File: src/rtl/lsu_pkg.sv
// Shared types and helpers for the load/store request stage.
package lsu_pkg;

    // Access width encodings as they arrive on req_size (3 is illegal).
    typedef enum logic [1:0] {
        SZ_B = 2'd0,
        SZ_H = 2'd1,
        SZ_W = 2'd2
    } mem_size_e;

    typedef enum logic [1:0] {
        IDLE   = 2'd0,
        ACCESS = 2'd1,
        RESP   = 2'd2
    } lsu_state_e;

    // Byte-lane enable inside the addressed word.
    function automatic logic [3:0] lane_mask(mem_size_e size, logic [1:0] off);
        case (size)
            SZ_B:    return 4'b0001 << off;
            SZ_H:    return 4'b0011 << off;
            default: return 4'b1111;
        endcase
    endfunction

    // True when the request must be answered with an error and no memory access.
    function automatic logic req_illegal(logic [1:0] size, logic [1:0] off);
        case (size)
            2'd0:    return 1'b0;
            2'd1:    return off[0];
            2'd2:    return off != 2'b00;
            default: return 1'b1;
        endcase
    endfunction

endpackage

File: src/rtl/lsu_mem_req_if.sv
// EXU request/response handshake plus the memory-controller bus of the LSU stage.
interface lsu_mem_req_if;

    logic        req_valid;
    logic        req_ready;
    logic        req_store;
    logic [1:0]  req_size;
    logic        req_unsigned;
    logic [31:0] req_addr;
    logic [31:0] req_wdata;

    logic        resp_valid;
    logic        resp_ready;
    logic [31:0] resp_rdata;
    logic        resp_err;

    logic        mem_valid;
    logic        mem_wen;
    logic [31:0] mem_raddr;
    logic [31:0] mem_waddr;
    logic [31:0] mem_wdata;
    logic [7:0]  mem_wmask;
    logic [31:0] mem_rdata;

    // The LSU stage itself.
    modport slave (
        input  req_valid, req_store, req_size, req_unsigned, req_addr, req_wdata,
        input  resp_ready, mem_rdata,
        output req_ready, resp_valid, resp_rdata, resp_err,
        output mem_valid, mem_wen, mem_raddr, mem_waddr, mem_wdata, mem_wmask
    );

    // The surroundings: EXU on one side, memory controller on the other.
    modport master (
        output req_valid, req_store, req_size, req_unsigned, req_addr, req_wdata,
        output resp_ready, mem_rdata,
        input  req_ready, resp_valid, resp_rdata, resp_err,
        input  mem_valid, mem_wen, mem_raddr, mem_waddr, mem_wdata, mem_wmask
    );

endinterface

File: src/rtl/lsu_load_align.sv
// Picks the addressed byte/half/word out of the memory word and sign- or
// zero-extends it to 32 bits.
module lsu_load_align
    import lsu_pkg::*;
(
    input  logic [31:0] rdata_i,
    input  logic [1:0]  off_i,
    input  mem_size_e   size_i,
    input  logic        unsigned_i,
    output logic [31:0] data_o
);

    logic [31:0] shifted;
    logic        sext;

    // Shift the addressed lane down to bit 0, then extend by access size.
    always_comb begin
        // NOTE: every output of a combinational block gets a default first so no latch is inferred.
        shifted = rdata_i >> {off_i, 3'b000};
        sext    = !unsigned_i;
        data_o  = shifted;
        case (size_i)
            SZ_B:    data_o = {{24{sext & shifted[7]}}, shifted[7:0]};
            SZ_H:    data_o = {{16{sext & shifted[15]}}, shifted[15:0]};
            default: data_o = shifted;
        endcase
    end

endmodule

File: src/rtl/lsu_mem_req.sv
// Load/store request stage in front of the memory controller. Takes one
// byte/half/word access from EXU, issues a single word-aligned memory access
// held for MEM_LAT cycles, and returns the extended load data or an error.
module lsu_mem_req
    import lsu_pkg::*;
#(
    parameter int MEM_LAT = 1,
    parameter int XLEN    = 32
) (
    input  logic         clk,
    input  logic         rst_n,
    lsu_mem_req_if.slave bus
);

    localparam int               CNT_W    = (MEM_LAT > 1) ? $clog2(MEM_LAT) : 1;
    localparam logic [CNT_W-1:0] CNT_INIT = CNT_W'(MEM_LAT - 1);

    lsu_state_e       state_q;
    logic [CNT_W-1:0] cnt_q;

    // Request fields the load extractor needs after acceptance.
    logic             store_q;
    mem_size_e        size_q;
    logic             unsigned_q;
    logic [1:0]       off_q;

    // Registered memory-side outputs.
    logic             mem_valid_q;
    logic             mem_wen_q;
    logic [XLEN-1:0]  mem_addr_q;
    logic [XLEN-1:0]  mem_wdata_q;
    logic [3:0]       mem_lane_q;

    // Registered response outputs.
    logic             resp_valid_q;
    logic             resp_err_q;
    logic [XLEN-1:0]  resp_rdata_q;

    logic [XLEN-1:0]  load_data;
    logic [1:0]       req_off;
    logic             req_bad;

    assign req_off = bus.req_addr[1:0];
    assign req_bad = req_illegal(bus.req_size, req_off);

    lsu_load_align u_load_align (
        .rdata_i    (bus.mem_rdata),
        .off_i      (off_q),
        .size_i     (size_q),
        .unsigned_i (unsigned_q),
        .data_o     (load_data)
    );

    assign bus.req_ready  = (state_q == IDLE);
    assign bus.resp_valid = resp_valid_q;
    assign bus.resp_rdata = resp_rdata_q;
    assign bus.resp_err   = resp_err_q;
    assign bus.mem_valid  = mem_valid_q;
    assign bus.mem_wen    = mem_wen_q;
    assign bus.mem_raddr  = mem_addr_q;
    assign bus.mem_waddr  = mem_addr_q;
    assign bus.mem_wdata  = mem_wdata_q;
    assign bus.mem_wmask  = {4'b0000, mem_lane_q};

    // Request FSM: accept in IDLE, hold the access for MEM_LAT cycles, then
    // present the response until it is taken.
    always_ff @(posedge clk or negedge rst_n) begin
        if (!rst_n) begin
            // NOTE: the datapath registers are reset too, because they drive the memory bus and response port directly and must read 0 out of reset.
            state_q      <= IDLE;
            cnt_q        <= '0;
            store_q      <= 1'b0;
            size_q       <= SZ_B;
            unsigned_q   <= 1'b0;
            off_q        <= 2'b00;
            mem_valid_q  <= 1'b0;
            mem_wen_q    <= 1'b0;
            mem_addr_q   <= '0;
            mem_wdata_q  <= '0;
            mem_lane_q   <= 4'b0000;
            resp_valid_q <= 1'b0;
            resp_err_q   <= 1'b0;
            resp_rdata_q <= '0;
        end else begin
            // NOTE: state is updated with non-blocking assignments so every register sees the pre-edge values.
            case (state_q)
                IDLE: begin
                    if (bus.req_valid) begin
                        if (req_bad) begin
                            // Misaligned or illegal size: answer at once, never touch memory.
                            resp_valid_q <= 1'b1;
                            resp_err_q   <= 1'b1;
                            resp_rdata_q <= '0;
                            state_q      <= RESP;
                        end else begin
                            store_q      <= bus.req_store;
                            size_q       <= mem_size_e'(bus.req_size);
                            unsigned_q   <= bus.req_unsigned;
                            off_q        <= req_off;
                            cnt_q        <= CNT_INIT;
                            mem_valid_q  <= 1'b1;
                            mem_wen_q    <= bus.req_store;
                            mem_addr_q   <= {bus.req_addr[31:2], 2'b00};
                            mem_wdata_q  <= bus.req_wdata << {req_off, 3'b000};
                            mem_lane_q   <= lane_mask(mem_size_e'(bus.req_size), req_off);
                            state_q      <= ACCESS;
                        end
                    end
                end

                ACCESS: begin
                    if (cnt_q != '0) begin
                        cnt_q <= cnt_q - 1'b1;
                    end else begin
                        // Last access cycle: capture the read word and release the bus.
                        mem_valid_q  <= 1'b0;
                        mem_wen_q    <= 1'b0;
                        mem_addr_q   <= '0;
                        mem_wdata_q  <= '0;
                        mem_lane_q   <= 4'b0000;
                        resp_valid_q <= 1'b1;
                        resp_err_q   <= 1'b0;
                        resp_rdata_q <= store_q ? '0 : load_data;
                        state_q      <= RESP;
                    end
                end

                RESP: begin
                    if (bus.resp_ready) begin
                        resp_valid_q <= 1'b0;
                        resp_err_q   <= 1'b0;
                        resp_rdata_q <= '0;
                        state_q      <= IDLE;
                    end
                end

                default: state_q <= IDLE;
            endcase
        end
    end

endmodule

File: src/flat_wrapper.sv
// flat-port wrapper written by rule: the top's interface ports become plain ports
module lsu_mem_req_flat import lsu_pkg::*;
#(
    parameter int MEM_LAT = 1,
    parameter int XLEN    = 32
)
  (clk, rst_n, bus_req_valid, bus_req_store, bus_req_size, bus_req_unsigned, bus_req_addr, bus_req_wdata, bus_resp_ready, bus_mem_rdata, bus_req_ready, bus_resp_valid, bus_resp_rdata, bus_resp_err, bus_mem_valid, bus_mem_wen, bus_mem_raddr, bus_mem_waddr, bus_mem_wdata, bus_mem_wmask);
  lsu_mem_req_if bus_i ();
  input  logic clk;
  input  logic rst_n;
  input wire logic [$bits(bus_i.req_valid)-1:0] bus_req_valid;
  input wire logic [$bits(bus_i.req_store)-1:0] bus_req_store;
  input wire logic [$bits(bus_i.req_size)-1:0] bus_req_size;
  input wire logic [$bits(bus_i.req_unsigned)-1:0] bus_req_unsigned;
  input wire logic [$bits(bus_i.req_addr)-1:0] bus_req_addr;
  input wire logic [$bits(bus_i.req_wdata)-1:0] bus_req_wdata;
  input wire logic [$bits(bus_i.resp_ready)-1:0] bus_resp_ready;
  input wire logic [$bits(bus_i.mem_rdata)-1:0] bus_mem_rdata;
  output wire logic [$bits(bus_i.req_ready)-1:0] bus_req_ready;
  output wire logic [$bits(bus_i.resp_valid)-1:0] bus_resp_valid;
  output wire logic [$bits(bus_i.resp_rdata)-1:0] bus_resp_rdata;
  output wire logic [$bits(bus_i.resp_err)-1:0] bus_resp_err;
  output wire logic [$bits(bus_i.mem_valid)-1:0] bus_mem_valid;
  output wire logic [$bits(bus_i.mem_wen)-1:0] bus_mem_wen;
  output wire logic [$bits(bus_i.mem_raddr)-1:0] bus_mem_raddr;
  output wire logic [$bits(bus_i.mem_waddr)-1:0] bus_mem_waddr;
  output wire logic [$bits(bus_i.mem_wdata)-1:0] bus_mem_wdata;
  output wire logic [$bits(bus_i.mem_wmask)-1:0] bus_mem_wmask;
  assign bus_i.req_valid = bus_req_valid;
  assign bus_i.req_store = bus_req_store;
  assign bus_i.req_size = bus_req_size;
  assign bus_i.req_unsigned = bus_req_unsigned;
  assign bus_i.req_addr = bus_req_addr;
  assign bus_i.req_wdata = bus_req_wdata;
  assign bus_i.resp_ready = bus_resp_ready;
  assign bus_i.mem_rdata = bus_mem_rdata;
  assign bus_req_ready = bus_i.req_ready;
  assign bus_resp_valid = bus_i.resp_valid;
  assign bus_resp_rdata = bus_i.resp_rdata;
  assign bus_resp_err = bus_i.resp_err;
  assign bus_mem_valid = bus_i.mem_valid;
  assign bus_mem_wen = bus_i.mem_wen;
  assign bus_mem_raddr = bus_i.mem_raddr;
  assign bus_mem_waddr = bus_i.mem_waddr;
  assign bus_mem_wdata = bus_i.mem_wdata;
  assign bus_mem_wmask = bus_i.mem_wmask;
  lsu_mem_req #(.MEM_LAT(MEM_LAT), .XLEN(XLEN)) u_core (.clk(clk), .rst_n(rst_n), .bus(bus_i));
endmodule
File: config.mk
export PLATFORM = sky130hd
export DESIGN_NAME = lsu_mem_req_flat
export DESIGN_NICKNAME = d
export VERILOG_FILES = /design/src/rtl/lsu_pkg.sv /design/src/rtl/lsu_mem_req_if.sv /design/src/rtl/lsu_load_align.sv /design/src/rtl/lsu_mem_req.sv /design/src/flat_wrapper.sv
export SDC_FILE = /design/constraint.sdc
export NUM_CORES = 1
export LEC_CHECK = 0
export ABC_CLOCK_PERIOD_IN_PS = 2100
export BUFFER_PORTS_ARGS = -buffer_cell sky130_fd_sc_hd__buf_2
export CORE_MARGIN = 3
export CORE_UTILIZATION = 48
export DETAILED_ROUTE_END_ITERATION = 6
export HOLD_SLACK_MARGIN = 0.08
export PLACE_DENSITY = 0.85
export SLEW_MARGIN = 20
export SYNTH_ARGS = -nofsm -noshare
export SYNTH_HDL_FRONTEND = slang
export SYNTH_SLANG_ARGS = --single-unit
File: constraint.sdc
create_clock -name clk -period 2.1 [get_ports clk]
set_input_delay 0.42 -clock clk [delete_from_list [all_inputs] [get_ports clk]]
set_output_delay 0.42 -clock clk [all_outputs]
set_load 0.01 [all_outputs]
---- Word-level counts from Yosys, hierarchy flattened ----
Cells that the tools add are included.
storage, ports and cells
  output and inout port bits .............. 141
  bits of input ports ..................... 104
  logic and storage cells ................. 86
  register bits ........................... 113
operators by class
  $add $sub $neg .......................... 1
  reductions and logical operators ........ 12
  mux-type cells .......................... 42
  bitwise operators ....................... 3
  shifts and indexed selects .............. 4
  eq/ne operators ......................... 10
operator list
  operator                                              number
  two-way mux 32 bit                                    10
  one-hot mux 32 bit (2 select lines)                   3
  one-hot mux 32 bit (3 select lines)                   1
  << shifter 32 x 5 -> 32 bit                           1
  right shift 32 x 5 -> 32 bit                          1
  one-hot mux 4 bit (2 select lines)                    2
  two-way mux 1 bit                                     12
  two-way mux 4 bit                                     3
  one-hot mux 1 bit (3 select lines)                    3
  AND reduction 3 bit                                   3
  two-way mux 2 bit                                     4
  != test 2 bit (second input constant)                 4
  equality test 2 x 1 -> 1 bit (second input constant)  3
  logical NOT 2 bit                                     3
  one-hot mux 1 bit (2 select lines)                    3
  one-hot mux 2 bit (3 select lines)                    1
  AND reduction 5 bit                                   1
  equality test 2 bit (second input constant)           2
  AND reduction 4 bit                                   1
  nonzero test 2 bit                                    2
  << shifter 1 x 2 -> 4 bit (first input constant)      1
  << shifter 2 x 2 -> 4 bit (first input constant)      1
  nonzero test 3 bit                                    1
  bitwise AND 1 bit                                     2
  4 further kinds                                       4

---- Longest topological paths before layout ----
  word-level depth ........................ 6
  mapped depth ............................ 9

---- Cells and area by module ----
A second synthesis with hierarchy kept.
unflattened totals
  cell total of the unflattened synthesis .. 696
  area total of the unflattened synthesis .. 6593.8 µm²
modules (own cells, without submodules)
  module          cells each  seq. area each (µm²)  instances  area an instance (µm²)
  lsu_mem_req     593         2752.6                1          5825.6
  lsu_load_align  103         0.0                   1          768.2

---- Worst setup path after synthesis ----
Ideal clock, no wire load.
  path kind ............................... register -> register
  start ................................... register u_core.state_q[0]
  end ..................................... register u_core.resp_rdata_q[22] (netlist: u_core.bus.resp_rdata[22])
  slack ................................... 0.197 ns
  setup time .............................. 0.134 ns
  period minus slack after synthesis ...... 1.903 ns
  cell stages (with the launch flop) ...... 9
  required time ........................... 1.966 ns
  data arrival time ....................... 1.769 ns
  cell sequence ........................... dfrtp_1 -> inv_1 -> ha_1 -> nand2_1 -> a21oi_1 -> and2_1 -> buf_6 -> buf_6 -> a31oi_2
between the ends
  longest elaborated chain between the ends .. 3
ends and longest elaborated chain
  element                                                                line                RTL
  from (decl)                                                            lsu_mem_req.sv:18   lsu_state_e state_q;
  from (signal assigned)                                                 lsu_mem_req.sv:70   state_q <= IDLE;
  from (signal assigned)                                                 lsu_mem_req.sv:94   state_q <= RESP;
  from (signal assigned)                                                 lsu_mem_req.sv:106  state_q <= ACCESS;
  logical NOT 2 bit *                                                    n/a
  via bus_req_ready                                                      flat_wrapper.sv:19  output wire logic [$bits(bus_i.req_ready)-1:0] bus_req_ready;
  != test 2 x 1 -> 1 bit (no source line), or another cell as far along  n/a
  AND reduction 5 bit (no source line)                                   n/a
  to (signal assigned)                                                   lsu_mem_req.sv:123  resp_rdata_q <= store_q ? '0 : load_data;
  to (decl)                                                              lsu_mem_req.sv:37   logic [XLEN-1:0] resp_rdata_q;
Mark *: on every way through the listed nets, which the timed path passes. The rest lies on a longest branch.
A chain may end at the register's enable or synchronous reset.

---- Worst setup path after layout ----
  start ................................... register u_core.state_q[0]
  end ..................................... register u_core.resp_rdata_q[9] (netlist: u_core.bus.resp_rdata[9])
between the ends
  longest elaborated chain between the ends .. 3
ends and longest elaborated chain
  element                                                       line               RTL
  equality test 2 x 1 -> 1 bit, or another cell as far along    lsu_mem_req.sv:86  case (state_q)
  != test 2 bit (no source line), or another cell as far along  n/a
  AND reduction 5 bit (no source line)                          n/a
Several ways; a longest one is shown, not always the timed one.

==> flow_metrics.env <==
export IMPL_status="finished, final reports clean"
export IMPL_synthAdderAreaFrac_pct=0.674
export IMPL_io_buffers=236
export IMPL_reg2regPathDepth=9
export IMPL_insertion_delay_ns=0.35
export IMPL_synth_top_family_by_area="compound AO/OA/AOI/OAI gates"
export IMPL_r2r_end="u_core.bus.resp_rdata[9]"
export IMPL_grt_total_usage_pct=24.4
export IMPL_cp_common_cell="buf_4"
export IMPL_worst_setup_path_end_kind="flip-flop"
export IMPL_root_buffer="clkbuf_16"
export IMPL_cp_cell_sequence="inv_1 > ha_1 > nand2_1 > buf_4 > a21oi_2 > buf_6 > nand4b_1 > buf_4 > o2bb2ai_1"
export IMPL_drt_iter0_markers=273
export IMPL_worst_hold_slack_ns=0.288
export IMPL_maxCapViolCount=0
export IMPL_antenna_cells=0
export IMPL_cts_htree_levels=3
export IMPL_reg2reg_slack_ns=0.16
export IMPL_fin_crit_sh_pct=92.5
export IMPL_drive_above_1_share_pct=46.7
export IMPL_fin_util_pct=63.8
export IMPL_netlist_area_um2=5570
export IMPL_antenna_found_initial=1
export IMPL_wl_um=16200
export IMPL_finalWorstSetupSlack_ns=0.157
export IMPL_ys_seq_elements=110
export IMPL_drc=0
export IMPL_ys_types=42
export IMPL_startpoint_type="flip-flop"
export IMPL_place_ws_ns=-0.0291
export IMPL_rows=38
export IMPL_synth_area_leaders="dfrtp_1, a22o_1, buf_4"
export IMPL_max_stage_delay_ns=0.39
export IMPL_hold_class="input pin to flip-flop"
export IMPL_period_needed_ns=1.94
export IMPL_m1WireLength_um=6880
export IMPL_power_leakage_nw=3.66
export IMPL_cts_tree="done"
export IMPL_clk_path_buf_depth=2
export IMPL_finalSetupViolations=0
export IMPL_final_area_um2=7070
export IMPL_cts_buffers=9
export IMPL_skew_ns=0.00744
export IMPL_top_layer="met5"
export IMPL_worst_setup_path_type="flip-flop to flip-flop"
export IMPL_cp_max_fo=26
export IMPL_grt_overflow_total=0
export IMPL_synth_compound_area_share_pct=21.4
export IMPL_grt_pass1_vias=4809
export IMPL_power_density_nw_per_um2=1470
export IMPL_arrival_ns=2.20
export IMPL_via_count=4749
export IMPL_syn_inst=481
export IMPL_hold_viol_final=0
export IMPL_place_gp_congestion=0.936
export IMPL_slew_headroom_pct=48.3
export IMPL_place_hpwl_um=12000
export IMPL_placed_area_um2=6720
export IMPL_ys_seq_area_share_pct=49.4
export IMPL_drtAntennaViolNets=0
export IMPL_wl_met2_um=7800
export IMPL_die_area_um2=12900
export IMPL_synth_simple_area_share_pct=6.90
export IMPL_synth_top_cell_area_share_pct=49.4
export IMPL_grt_max_degree=37
export IMPL_fmax_mhz=515
export IMPL_grt_pass1_wl_um=25100
export IMPL_worstPathRequired_ns=2.36
export IMPL_viasPerCell=5.72
export IMPL_core_um2=11100
export IMPL_tightest_slew_ns=0.773
export IMPL_start_util_pct=50.3
export IMPL_syn_avg_cell_area_um2=11.6
export IMPL_placedCellCount=812
export IMPL_synth_top_area_cell="dfrtp_1"
export IMPL_r2r_start="u_core.state_q[0]"
export IMPL_met3WireLength_um=1280
export IMPL_slowest_stage="dfrtp_1"
export IMPL_layout_nets=793
export IMPL_cts_sinks=110
export IMPL_num_io_pins=245
export IMPL_yosysWarnings=0
export IMPL_endpoint="u_core.bus.resp_rdata[9]"
export IMPL_final_cells=830
export IMPL_synth_xor_area_share_pct=0.157
export IMPL_detail_route_first_pass_iterations=4
export IMPL_die_h_um=114
export IMPL_wl_per_cell_um=19.5
export IMPL_slew_viol_final=0
export IMPL_vdd_drop_max_v=0.000835
export IMPL_worstSetupStartpoint="u_core.state_q[0]"
export IMPL_syn2layout_area_growth_pct=26.8
export IMPL_fp_dieW_um=114
export IMPL_clk_pin_slew_worst_paths_ns=0.07
export IMPL_hold_path_startpoint="bus_req_addr[4]"
export IMPL_synth_mux_area_share_pct=12.1
-- placed cells by master, fill, tap and decap left out, drive strengths merged, types with 2 or more instances in the layout --
cell type	netlist	final
mux2i	28	28
o21ai	12	12
mux2	19	19
nand3	10	10
nand2	48	48
a211oi	2	2
nor3	2	2
mux4	8	8
nor2b	3	3
a31oi	16	16
a21boi	1	2
clkbuf	14	13
inv	8	9
conb	1	8
nand2b	3	3
dfrtp	110	110
nor2	5	5
buf	63	262
a32o	8	8
a21o	5	5
o2bb2ai	24	24
a21oi	20	20
a221oi	7	7
a22o	50	50
ha	3	3
-- Yosys cell counts, drive strengths merged --
| cell | number |
|---|---|
| a211oi | 2 |
| a21boi | 1 |
| a21o | 5 |
| a21oi | 20 |
| a221oi | 7 |
| a22o | 50 |
| a31oi | 16 |
| a32o | 8 |
| and2 | 1 |
| and3b | 1 |
| buf | 63 |
| clkbuf | 14 |
| conb | 1 |
| dfrtp | 110 |
| ha | 3 |
| inv | 8 |
| mux2 | 19 |
| mux2i | 28 |
| mux4 | 8 |
| nand2 | 48 |
| nand2b | 3 |
| nand3 | 10 |
| nand4 | 1 |
| nand4b | 1 |
| nor2 | 5 |
| nor2b | 3 |
| nor3 | 2 |
| nor3b | 1 |
| nor4 | 1 |
| nor4bb | 1 |
| o21ai | 12 |
| o22ai | 1 |
| o2bb2ai | 24 |
| o32a | 1 |
| or3 | 1 |
| xor2 | 1 |
-- state kept, by name (all words and copies together), names as in the netlist --
| name | cells |
|---|---|
| u_core.bus.resp_err | 1 |
| u_core.size_q | 2 |
| u_core.store_q | 1 |
| u_core.bus.mem_wen | 1 |
| u_core.bus.mem_wdata | 32 |
| u_core.unsigned_q | 1 |
| u_core.off_q | 2 |
| u_core.bus.mem_raddr | 30 |
| u_core.mem_lane_q | 4 |
| u_core.bus.resp_rdata | 32 |
| u_core.bus.resp_valid | 1 |
| u_core.state_q | 2 |
| u_core.bus.mem_valid | 1 |
-- cell type report --
class,instances,area [µm²]
flip-flops and latches,110,2750
clock inverters,2,38.8
inverters,8,30.0
repair buffers,263,1430
well taps,140,175
clock buffers,13,270
multi-input cells,294,2370
fillers,894,4010
-- power breakdown --
part | internal [mW] | total [mW] | leakage (nW) | switching, mW
registers | 3.04 | 3.68 | 1.42 | 0.643
clock network | 1.02 | 1.78 | 0.152 | 0.756
logic | 2.29 | 4.96 | 2.09 | 2.68
total | 6.34 | 10.4 | 3.66 | 4.08
-- kinds of logic (layout without fill, tap and decap cells) --
| family | Yosys count | after routing |
|---|---|---|
| adders and majority gates | 3 | 3 |
| and+or+nand+nor | 79 | 79 |
| AOI/OAI and AO/OA | 147 | 148 |
| buffers and inverters | 85 | 286 |
| xor gates and xnor gates | 1 | 1 |
| muxes | 55 | 55 |
| other | 1 | 8 |
| DFF | 110 | 110 |
-- layer usage --
metal | up-vias | global-route usage [%]
li1 | 2152 | -
met1 | 2336 | 33.1
met2 | 238 | 39.7
met3 | 21 | 5.09
met4 | 2 | 7.29
met5 | - | 0
-- what timing repair did --
item,CTS,global route
setup buffers,1,0
endpoints found under the hold margin,25,0
endpoints found under the setup margin,7,75
pin swaps,1,0
gates cloned,0,1
resized for setup,0,3
hold buffers,1,0
-- worst min-delay path by stage --
stage	endpoint	slack [ns]	depth (start not counted)
floorplan	u_core.bus.mem_raddr[10]	0.12	0
global placement	u_core.bus.resp_rdata[23]	0.38	1
detailed placement	u_core.bus.resp_rdata[31]	0.38	1
CTS	u_core.bus.mem_raddr[4]	0.28	2
global route	u_core.bus.mem_raddr[5]	0.29	2
finish	u_core.bus.mem_raddr[4]	0.29	2
-- worst max-delay path: cells and delay by family (launching register included) --
kind / cells / cell delay (ns)
and+or+nand+nor: 2 / 0.21
AOI/OAI and AO/OA: 2 / 0.31
buffers and inverters: 4 / 0.70
adders and majority gates: 1 / 0.24
DFF: 1 / 0.39
-- metrics by stage --
stage | TNS [ns] | total power, mW
floorplan | 0 | 7.04
global placement | -0.421 | 8.47
detailed placement | -0.256 | 8.61
CTS | 0 | 10.4
global route | -0.00371 | 11.1
finish | 0 | 10.4
Power figures use the tool's default switching activity.
